`config.mk`:
```
export PLATFORM = sky130hd
export DESIGN_NAME = pipe_stage_reg_flat
export DESIGN_NICKNAME = d
export VERILOG_FILES = /design/src/rtl/pipe_stage_reg_pkg.sv /design/src/rtl/pipe_stage_reg_if.sv /design/src/rtl/pipe_stage_reg_perf_cnt.sv /design/src/rtl/pipe_stage_reg.sv /design/src/flat_wrapper.sv
export SDC_FILE = /design/constraint.sdc
export NUM_CORES = 1
export LEC_CHECK = 0
export ABC_AREA = 0
export BUFFER_PORTS_ARGS = -buffer_cell sky130_fd_sc_hd__buf_2
export CELL_PAD_IN_SITES_DETAIL_PLACEMENT = 2
export CELL_PAD_IN_SITES_GLOBAL_PLACEMENT = 2
export CORE_MARGIN = 2
export CORE_UTILIZATION = 30
export CTS_CLUSTER_DIAMETER = 30
export CTS_CLUSTER_SIZE = 20
export DETAILED_ROUTE_END_ITERATION = 8
export GPL_TIMING_DRIVEN = 0
export PLACE_DENSITY = 0.87
export SLEW_MARGIN = 40
export SYNTH_ARGS = -nofsm -noshare
export SYNTH_HDL_FRONTEND = slang
export SYNTH_SLANG_ARGS = --single-unit
```
`constraint.sdc`:
```
create_clock -name Clk -period 14.1 [get_ports Clk]
set_input_delay 1.41 -clock Clk [delete_from_list [all_inputs] [get_ports Clk]]
set_output_delay 1.41 -clock Clk [all_outputs]
set_load 0.01 [all_outputs]
```
`src/rtl/pipe_stage_reg_pkg.sv`:
```
// pipe_stage_reg_pkg -- shared definitions for the MIPS inter-stage pipeline register.
//   RESET_PC_DEF   PC loaded on Reset/Flush
//   NOP_INS        instruction word of an inserted bubble
//   TNEW_*_DEF     default position/width of the Tnew field inside the control word
//   CTRL_* bits    RegWrite/MemWrite positions (all-zero ctrl never writes)
//   stage_op_e     resolved per-edge action after applying input priority
//   satdec()       saturating decrement used to age Tnew
package pipe_stage_reg_pkg;

  localparam logic [31:0] RESET_PC_DEF = 32'h0000_3000;
  localparam logic [31:0] NOP_INS      = 32'h0000_0000;
  localparam int          TNEW_LSB_DEF = 8;
  localparam int          TNEW_W_DEF   = 3;
  localparam int          SATDEC_W     = 8;  // widest Tnew field the helper handles

  typedef enum logic [2:0] {
    OP_RESET,
    OP_FLUSH,
    OP_HOLD,
    OP_BUBBLE,
    OP_LOAD
  } stage_op_e;

  // Tnew counts down to 0 and sticks there; it must never wrap to the max value.
  function automatic logic [SATDEC_W-1:0] satdec(input logic [SATDEC_W-1:0] x);
    return (x == '0) ? '0 : x - SATDEC_W'(1);
  endfunction

  // Reset > Flush > Hold > Bubble > load.
  function automatic stage_op_e decode_op(input logic reset, input logic flush,
                                          input logic hold, input logic bubble);
    if (reset)       return OP_RESET;
    else if (flush)  return OP_FLUSH;
    else if (hold)   return OP_HOLD;
    else if (bubble) return OP_BUBBLE;
    else             return OP_LOAD;
  endfunction

endpackage

```
`src/rtl/pipe_stage_reg_if.sv`:
```
// pipe_stage_reg_if -- bundle of stage-register controls, upstream payload and
// registered payload.
//   master: upstream/hazard unit (drives Flush/Hold/Bubble and *In, reads *Out)
//   slave : the pipeline register itself
interface pipe_stage_reg_if #(
  parameter int DATA_W = 32,
  parameter int NUM_RD = 2,
  parameter int CTRL_W = 31
);
  logic                     Flush;
  logic                     Hold;
  logic                     Bubble;
  logic                     ValidIn;
  logic [31:0]              InsIn;
  logic [31:0]              PCIn;
  logic                     BDIn;
  logic [NUM_RD*DATA_W-1:0] RdIn;
  logic [CTRL_W-1:0]        CtrlIn;

  logic                     ValidOut;
  logic [31:0]              InsOut;
  logic [31:0]              PCOut;
  logic                     BDOut;
  logic [NUM_RD*DATA_W-1:0] RdOut;
  logic [CTRL_W-1:0]        CtrlOut;
  logic [31:0]              BubbleCnt;
  logic [31:0]              HoldCnt;

  modport master (
    output Flush, Hold, Bubble, ValidIn, InsIn, PCIn, BDIn, RdIn, CtrlIn,
    input  ValidOut, InsOut, PCOut, BDOut, RdOut, CtrlOut, BubbleCnt, HoldCnt
  );

  modport slave (
    input  Flush, Hold, Bubble, ValidIn, InsIn, PCIn, BDIn, RdIn, CtrlIn,
    output ValidOut, InsOut, PCOut, BDOut, RdOut, CtrlOut, BubbleCnt, HoldCnt
  );
endinterface

```
`src/rtl/pipe_stage_reg_perf_cnt.sv`:
```
// pipe_stage_reg_perf_cnt -- pair of free-running 32-bit event counters.
//   Clk, Reset          clock, synchronous active-high clear
//   inc_bubble/inc_hold one-cycle increment strobes
//   bubble_cnt/hold_cnt counts since Reset, wrap at 2^32
module pipe_stage_reg_perf_cnt (
  input  logic        Clk,
  input  logic        Reset,
  input  logic        inc_bubble,
  input  logic        inc_hold,
  output logic [31:0] bubble_cnt,
  output logic [31:0] hold_cnt
);

  always_ff @(posedge Clk) begin
    if (Reset) begin
      bubble_cnt <= '0;
      hold_cnt   <= '0;
    end else begin
      if (inc_bubble) bubble_cnt <= bubble_cnt + 32'd1;
      if (inc_hold)   hold_cnt   <= hold_cnt + 32'd1;
    end
  end

endmodule

```
`src/rtl/pipe_stage_reg.sv`:
```
// pipe_stage_reg -- parametrised inter-stage register (D/E, E/M, M/W) for the
// 5-stage MIPS core.
//   Clk    rising-edge clock
//   Reset  synchronous, active-high
//   stage  pipe_stage_reg_if.slave: Flush/Hold/Bubble, upstream payload
//          (ValidIn, InsIn, PCIn, BDIn, RdIn, CtrlIn), registered payload
//          (ValidOut, InsOut, PCOut, BDOut, RdOut, CtrlOut), BubbleCnt/HoldCnt.
// Bubble inserts a NOP but keeps PC/BD so a later exception still reports the
// right EPC. Hold freezes the slot yet still ages Tnew, since the producer keeps
// progressing in real time while we wait.
// Optional feature: define PIPE_STAT_EN to build the bubble/hold counters;
// otherwise BubbleCnt/HoldCnt are tied to 0.
module pipe_stage_reg
  import pipe_stage_reg_pkg::*;
#(
  parameter int          DATA_W   = 32,
  parameter int          NUM_RD   = 2,
  parameter int          CTRL_W   = 31,
  parameter int          TNEW_LSB = TNEW_LSB_DEF,
  parameter int          TNEW_W   = TNEW_W_DEF,
  parameter logic [31:0] RESET_PC = RESET_PC_DEF
) (
  input  logic           Clk,
  input  logic           Reset,
  pipe_stage_reg_if.slave stage
);

  stage_op_e op;
  assign op = decode_op(Reset, stage.Flush, stage.Hold, stage.Bubble);

  logic                     valid_q;
  logic [31:0]              ins_q;
  logic [31:0]              pc_q;
  logic                     bd_q;
  logic [NUM_RD*DATA_W-1:0] rd_q;
  logic [CTRL_W-1:0]        ctrl_q;

  // Stored Tnew is one cycle "behind": the output always shows it aged by one,
  // and a held cycle commits that aging into the register.
  logic [TNEW_W-1:0] tnew_q;
  logic [TNEW_W-1:0] tnew_dec;
  assign tnew_q   = ctrl_q[TNEW_LSB +: TNEW_W];
  assign tnew_dec = TNEW_W'(satdec(SATDEC_W'(tnew_q)));

  always_ff @(posedge Clk) begin
    case (op)
      OP_RESET, OP_FLUSH: begin
        valid_q <= 1'b0;
        ins_q   <= NOP_INS;
        pc_q    <= RESET_PC;
        bd_q    <= 1'b0;
        rd_q    <= '0;
        ctrl_q  <= '0;
      end
      OP_HOLD: begin
        ctrl_q[TNEW_LSB +: TNEW_W] <= tnew_dec;
      end
      OP_BUBBLE: begin
        valid_q <= 1'b0;
        ins_q   <= NOP_INS;
        pc_q    <= stage.PCIn;
        bd_q    <= stage.BDIn;
        rd_q    <= '0;
        ctrl_q  <= '0;
      end
      default: begin
        valid_q <= stage.ValidIn;
        ins_q   <= stage.InsIn;
        pc_q    <= stage.PCIn;
        bd_q    <= stage.BDIn;
        rd_q    <= stage.RdIn;
        ctrl_q  <= stage.CtrlIn;
      end
    endcase
  end

  logic [CTRL_W-1:0] ctrl_out;
  always_comb begin
    ctrl_out                     = ctrl_q;
    ctrl_out[TNEW_LSB +: TNEW_W] = tnew_dec;
  end

  assign stage.ValidOut = valid_q;
  assign stage.InsOut   = ins_q;
  assign stage.PCOut    = pc_q;
  assign stage.BDOut    = bd_q;
  assign stage.RdOut    = rd_q;
  assign stage.CtrlOut  = ctrl_out;

`ifdef PIPE_STAT_EN
  logic [31:0] bubble_cnt;
  logic [31:0] hold_cnt;

  pipe_stage_reg_perf_cnt u_perf_cnt (
    .Clk        (Clk),
    .Reset      (Reset),
    .inc_bubble (op == OP_BUBBLE),
    .inc_hold   (op == OP_HOLD),
    .bubble_cnt (bubble_cnt),
    .hold_cnt   (hold_cnt)
  );

  assign stage.BubbleCnt = bubble_cnt;
  assign stage.HoldCnt   = hold_cnt;
`else
  assign stage.BubbleCnt = 32'd0;
  assign stage.HoldCnt   = 32'd0;
`endif

endmodule

```
`src/flat_wrapper.sv`:
```
// flat-port wrapper written by rule: the top's interface ports become plain ports
module pipe_stage_reg_flat import pipe_stage_reg_pkg::*;
#(
  parameter int          DATA_W   = 32,
  parameter int          NUM_RD   = 2,
  parameter int          CTRL_W   = 31,
  parameter int          TNEW_LSB = TNEW_LSB_DEF,
  parameter int          TNEW_W   = TNEW_W_DEF,
  parameter logic [31:0] RESET_PC = RESET_PC_DEF
)
  (Clk, Reset, stage_Flush, stage_Hold, stage_Bubble, stage_ValidIn, stage_InsIn, stage_PCIn, stage_BDIn, stage_RdIn, stage_CtrlIn, stage_ValidOut, stage_InsOut, stage_PCOut, stage_BDOut, stage_RdOut, stage_CtrlOut, stage_BubbleCnt, stage_HoldCnt);
  pipe_stage_reg_if #(.DATA_W(DATA_W), .NUM_RD(NUM_RD), .CTRL_W(CTRL_W)) stage_i ();
  input  logic Clk;
  input  logic Reset;
  input wire logic [$bits(stage_i.Flush)-1:0] stage_Flush;
  input wire logic [$bits(stage_i.Hold)-1:0] stage_Hold;
  input wire logic [$bits(stage_i.Bubble)-1:0] stage_Bubble;
  input wire logic [$bits(stage_i.ValidIn)-1:0] stage_ValidIn;
  input wire logic [$bits(stage_i.InsIn)-1:0] stage_InsIn;
  input wire logic [$bits(stage_i.PCIn)-1:0] stage_PCIn;
  input wire logic [$bits(stage_i.BDIn)-1:0] stage_BDIn;
  input wire logic [$bits(stage_i.RdIn)-1:0] stage_RdIn;
  input wire logic [$bits(stage_i.CtrlIn)-1:0] stage_CtrlIn;
  output wire logic [$bits(stage_i.ValidOut)-1:0] stage_ValidOut;
  output wire logic [$bits(stage_i.InsOut)-1:0] stage_InsOut;
  output wire logic [$bits(stage_i.PCOut)-1:0] stage_PCOut;
  output wire logic [$bits(stage_i.BDOut)-1:0] stage_BDOut;
  output wire logic [$bits(stage_i.RdOut)-1:0] stage_RdOut;
  output wire logic [$bits(stage_i.CtrlOut)-1:0] stage_CtrlOut;
  output wire logic [$bits(stage_i.BubbleCnt)-1:0] stage_BubbleCnt;
  output wire logic [$bits(stage_i.HoldCnt)-1:0] stage_HoldCnt;
  assign stage_i.Flush = stage_Flush;
  assign stage_i.Hold = stage_Hold;
  assign stage_i.Bubble = stage_Bubble;
  assign stage_i.ValidIn = stage_ValidIn;
  assign stage_i.InsIn = stage_InsIn;
  assign stage_i.PCIn = stage_PCIn;
  assign stage_i.BDIn = stage_BDIn;
  assign stage_i.RdIn = stage_RdIn;
  assign stage_i.CtrlIn = stage_CtrlIn;
  assign stage_ValidOut = stage_i.ValidOut;
  assign stage_InsOut = stage_i.InsOut;
  assign stage_PCOut = stage_i.PCOut;
  assign stage_BDOut = stage_i.BDOut;
  assign stage_RdOut = stage_i.RdOut;
  assign stage_CtrlOut = stage_i.CtrlOut;
  assign stage_BubbleCnt = stage_i.BubbleCnt;
  assign stage_HoldCnt = stage_i.HoldCnt;
  pipe_stage_reg #(.DATA_W(DATA_W), .NUM_RD(NUM_RD), .CTRL_W(CTRL_W), .TNEW_LSB(TNEW_LSB), .TNEW_W(TNEW_W), .RESET_PC(RESET_PC)) u_core (.Clk(Clk), .Reset(Reset), .stage(stage_i));
endmodule
```
==> summary.md <==
| Metric | Value |
|---|---|
| Synth Warn # | 0 |
| Residual DRC count | 0 |
| Iteration count of the initial detailed-routing pass | 4 |
| Vias in the first global route | 5627 |
| WL per Instance | 19.1 µm |
| Rel. slew slack | 57.3% |
| Final Wtd Congestion | 0.757 |
| Pin count of the biggest net entering global routing | 43 |
| Max cap viols | 0 |
| Peak supply drop | 75.8 µV |
| Initial antenna violation count | 6 |
| Multi-input gate area | 1710 µm² |
| NetSw | 0.294 mW |
| Cts repair resizes | 0 |
| Setup WS post-layout | 11.03 ns |
| Worst setup SP type | input port |
| Min cycle time layout | 3.07 ns |
| Via count | 5054 |
| Switch share | 24.7% |
| Crit path max fanout | 42 |
| Unrepaired setup endpoints after global routing | no |
| Share of the yosys chip area belonging to registers | 67.0% |
| Vias/cell | 4.19 |
| Internal power | 0.897 mW |
| Nets | 1037 |
| CTS tree | built |
| Port bufs | 326 |
| Final hold violations | 0 |
| Share of cells above drive strength 1 | 58.9% |
| Fmax | 0.326 GHz |
| Row count | 56 |
| Placement Setup Slack | 10.49 ns |
| Register area | 4800 µm² |
| Final Setup Violations | 0 |
| Setup TNS | 0 ns |
| Yosys cell types | 24 |
| Power density over cell area | 118 nW/µm² |
| Mapped Area | 7170 µm² |
| Final ANT Viol Nets | 0 |
| Most frequent cells in the layout | 336 x buf_2, 158 x edfxtp_1, 96 x buf_4 |
| Filler cell count | 2427 |
| Yosys top cell area share | 66.2% |
| Sink Count | 161 |
| Crit path capture type | flip-flop |
| Leading cell type in the layout, fill and taps excluded | buf_2 |
| Clock H-tree levels | 4 |
| Arrival time at the worst endpoint | 3.22 ns |
| Post CTS Setup Buffer Count | 0 |
| Worst-skew pair later-pin latency | 0.41 ns |
| CTS Buf Count | 17 |
| Clk root buf | clkbuf_16 |
| Clock power frac | 39.0% |
| Comb power frac | 13.2% |
| Die X-Extent | 159 µm |
| Top post-synthesis cells by area | edfxtp_1 66%, buf_4 10%, nor3b_1 8.6% |
| All-Layer GR Usage | 17.8% |
| Seq cells post-synth | 161 |
| Worst-path clk slew | 0.07 ns |
| Io pins | 391 |
| Clock Skews | 0.000680 ns |
| Total grt overflow | 0 |
| Fin crit share | 21.8% |
| Starting density of the core | 30.5% |
| Flop pwr share | 47.8% |
| Required time of the critical path | 14.25 ns |
| Post-synth top area cell | edfxtp_1 |
| Layout area overhead | 41.1% |
| # hold bufs at CTS | 0 |
| Status | finished clean |
| Worst Max-Slew Pin Slew | 0.634 ns |
| DRT Wirelength | 23100 µm |
| Worst Hold Class | flip-flop to flip-flop |
| Initial DRC count | 211 |
| Clock Path Buffers | 2 |
| Core Area | 23500 µm² |
| Avg Inst Size Synth | 15.6 µm² |
| Slew Limit Fails | 0 |
| HPWL Detailed | 18500 µm |
| Die ar. | 25200 µm² |
| Die Height | 159 µm |
| LEAKAGE | 4.76 nW |
| First-pass GRT wire length | 32900 µm |
| Post-Syn Instances | 459 |
| Critical setup path kind | input port to flip-flop |
==> worst max-delay path, cell delays in order <==
cell,delay [ns]
buf_2,0.12
nor2_1,0.46
clkbuf_1,0.44
nand2_4,0.29
buf_12,0.26
buf_12,0.19
==> cells by family after synthesis <==
group,Yosys count,share of synthesized area (%)
AO/OA/AOI/OAI,6,0.751
buffers and inverters,124,12.5
flip-flops,161,67.0
other,1,0.0523
AND/OR/NAND/NOR,167,19.7
==> stage by stage <==
| step | utilization (%) | instances | hold slack, ns | total power [mW] | area (µm²) |
|---|---|---|---|---|---|
| after floorplan | - | 522 | 0.582 | 0.664 | 7410 |
| after global placement | 40.2 | 1167 | 0.621 | 0.730 | 9440 |
| after detailed placement | 40.6 | 1171 | 0.643 | 0.738 | 9520 |
| after CTS | 43.1 | 1202 | 0.652 | 1.21 | 10100 |
| after global routing | 43.1 | 1205 | 0.683 | 1.24 | 10100 |
| final | 43.1 | 1205 | 0.651 | 1.19 | 10100 |
==> worst paths after layout <==
kind | startpoint | end | slack, ns | depth (start not counted)
max reg2reg | u_core.ctrl_q[9]$_DFF_P_ | u_core.ctrl_q[9]$_DFF_P_ | 12.89 | 2
min reg2reg | u_core.ctrl_q[10]$_DFF_P_ | u_core.ctrl_q[9]$_DFF_P_ | 0.65 | 2
max | stage_Flush | u_core.stage.InsOut[29]$_SDFFCE_PP0N_ | 11.03 | 6
min | u_core.ctrl_q[10]$_DFF_P_ | u_core.ctrl_q[9]$_DFF_P_ | 0.65 | 2
==> layer usage <==
layer | GRT usage (%) | vias up | share of wire (%)
met5 | 0 | - | 0.12
met1 | 18.0 | 2438 | 35
met3 | 6.59 | 24 | 9.4
li1 | - | 2335 | -
met4 | 5.71 | 4 | 1.7
met2 | 33.6 | 253 | 54
==> state kept, by name (all words and copies together) (netlist names) <==
signal and flops:
u_core.ctrl_q 31, u_core.stage.BDOut 1, u_core.stage.InsOut 32, u_core.stage.PCOut 32, u_core.stage.RdOut 64, u_core.stage.ValidOut 1
==> power groups by stage <==
stage | combinational, mW | sequential [mW] | clock (mW)
after floorplan | 0.0676 | 0.596 | 0
after global placement | 0.149 | 0.581 | 0
after detailed placement | 0.158 | 0.581 | 0
after CTS | 0.158 | 0.570 | 0.477
after global routing | 0.170 | 0.572 | 0.495
final | 0.157 | 0.570 | 0.464
==> cells in the mapped netlist <==
cell      number
o21ba_2        1
inv_1          1
buf_2         10
or3_1          2
dfxtp_1        3
nor3b_2       43
o21a_1         1
a21boi_0       1
nand2b_1       1
nor2b_1        1
edfxtp_1     158
conb_1         1
nand2_1        3
or2_1          1
nor3b_1       82
a32o_1         2
nor2_1         1
clkbuf_1       9
nor4_1         1
a221oi_1       1
buf_6          8
and2_1        31
or3b_2         1
buf_4         96
==> final cells by class <==
type	count	area share [%]
clock buffer	17	4.21
timing repair buffer	330	16.9
antenna	3	0.0742
sequential	161	47.5
clock inverter	14	1.56
tap	319	3.95
multi-input combinational	237	16.9
buffer	123	8.84
inverter	1	0.0371
(Power assumes the default switching activity.)
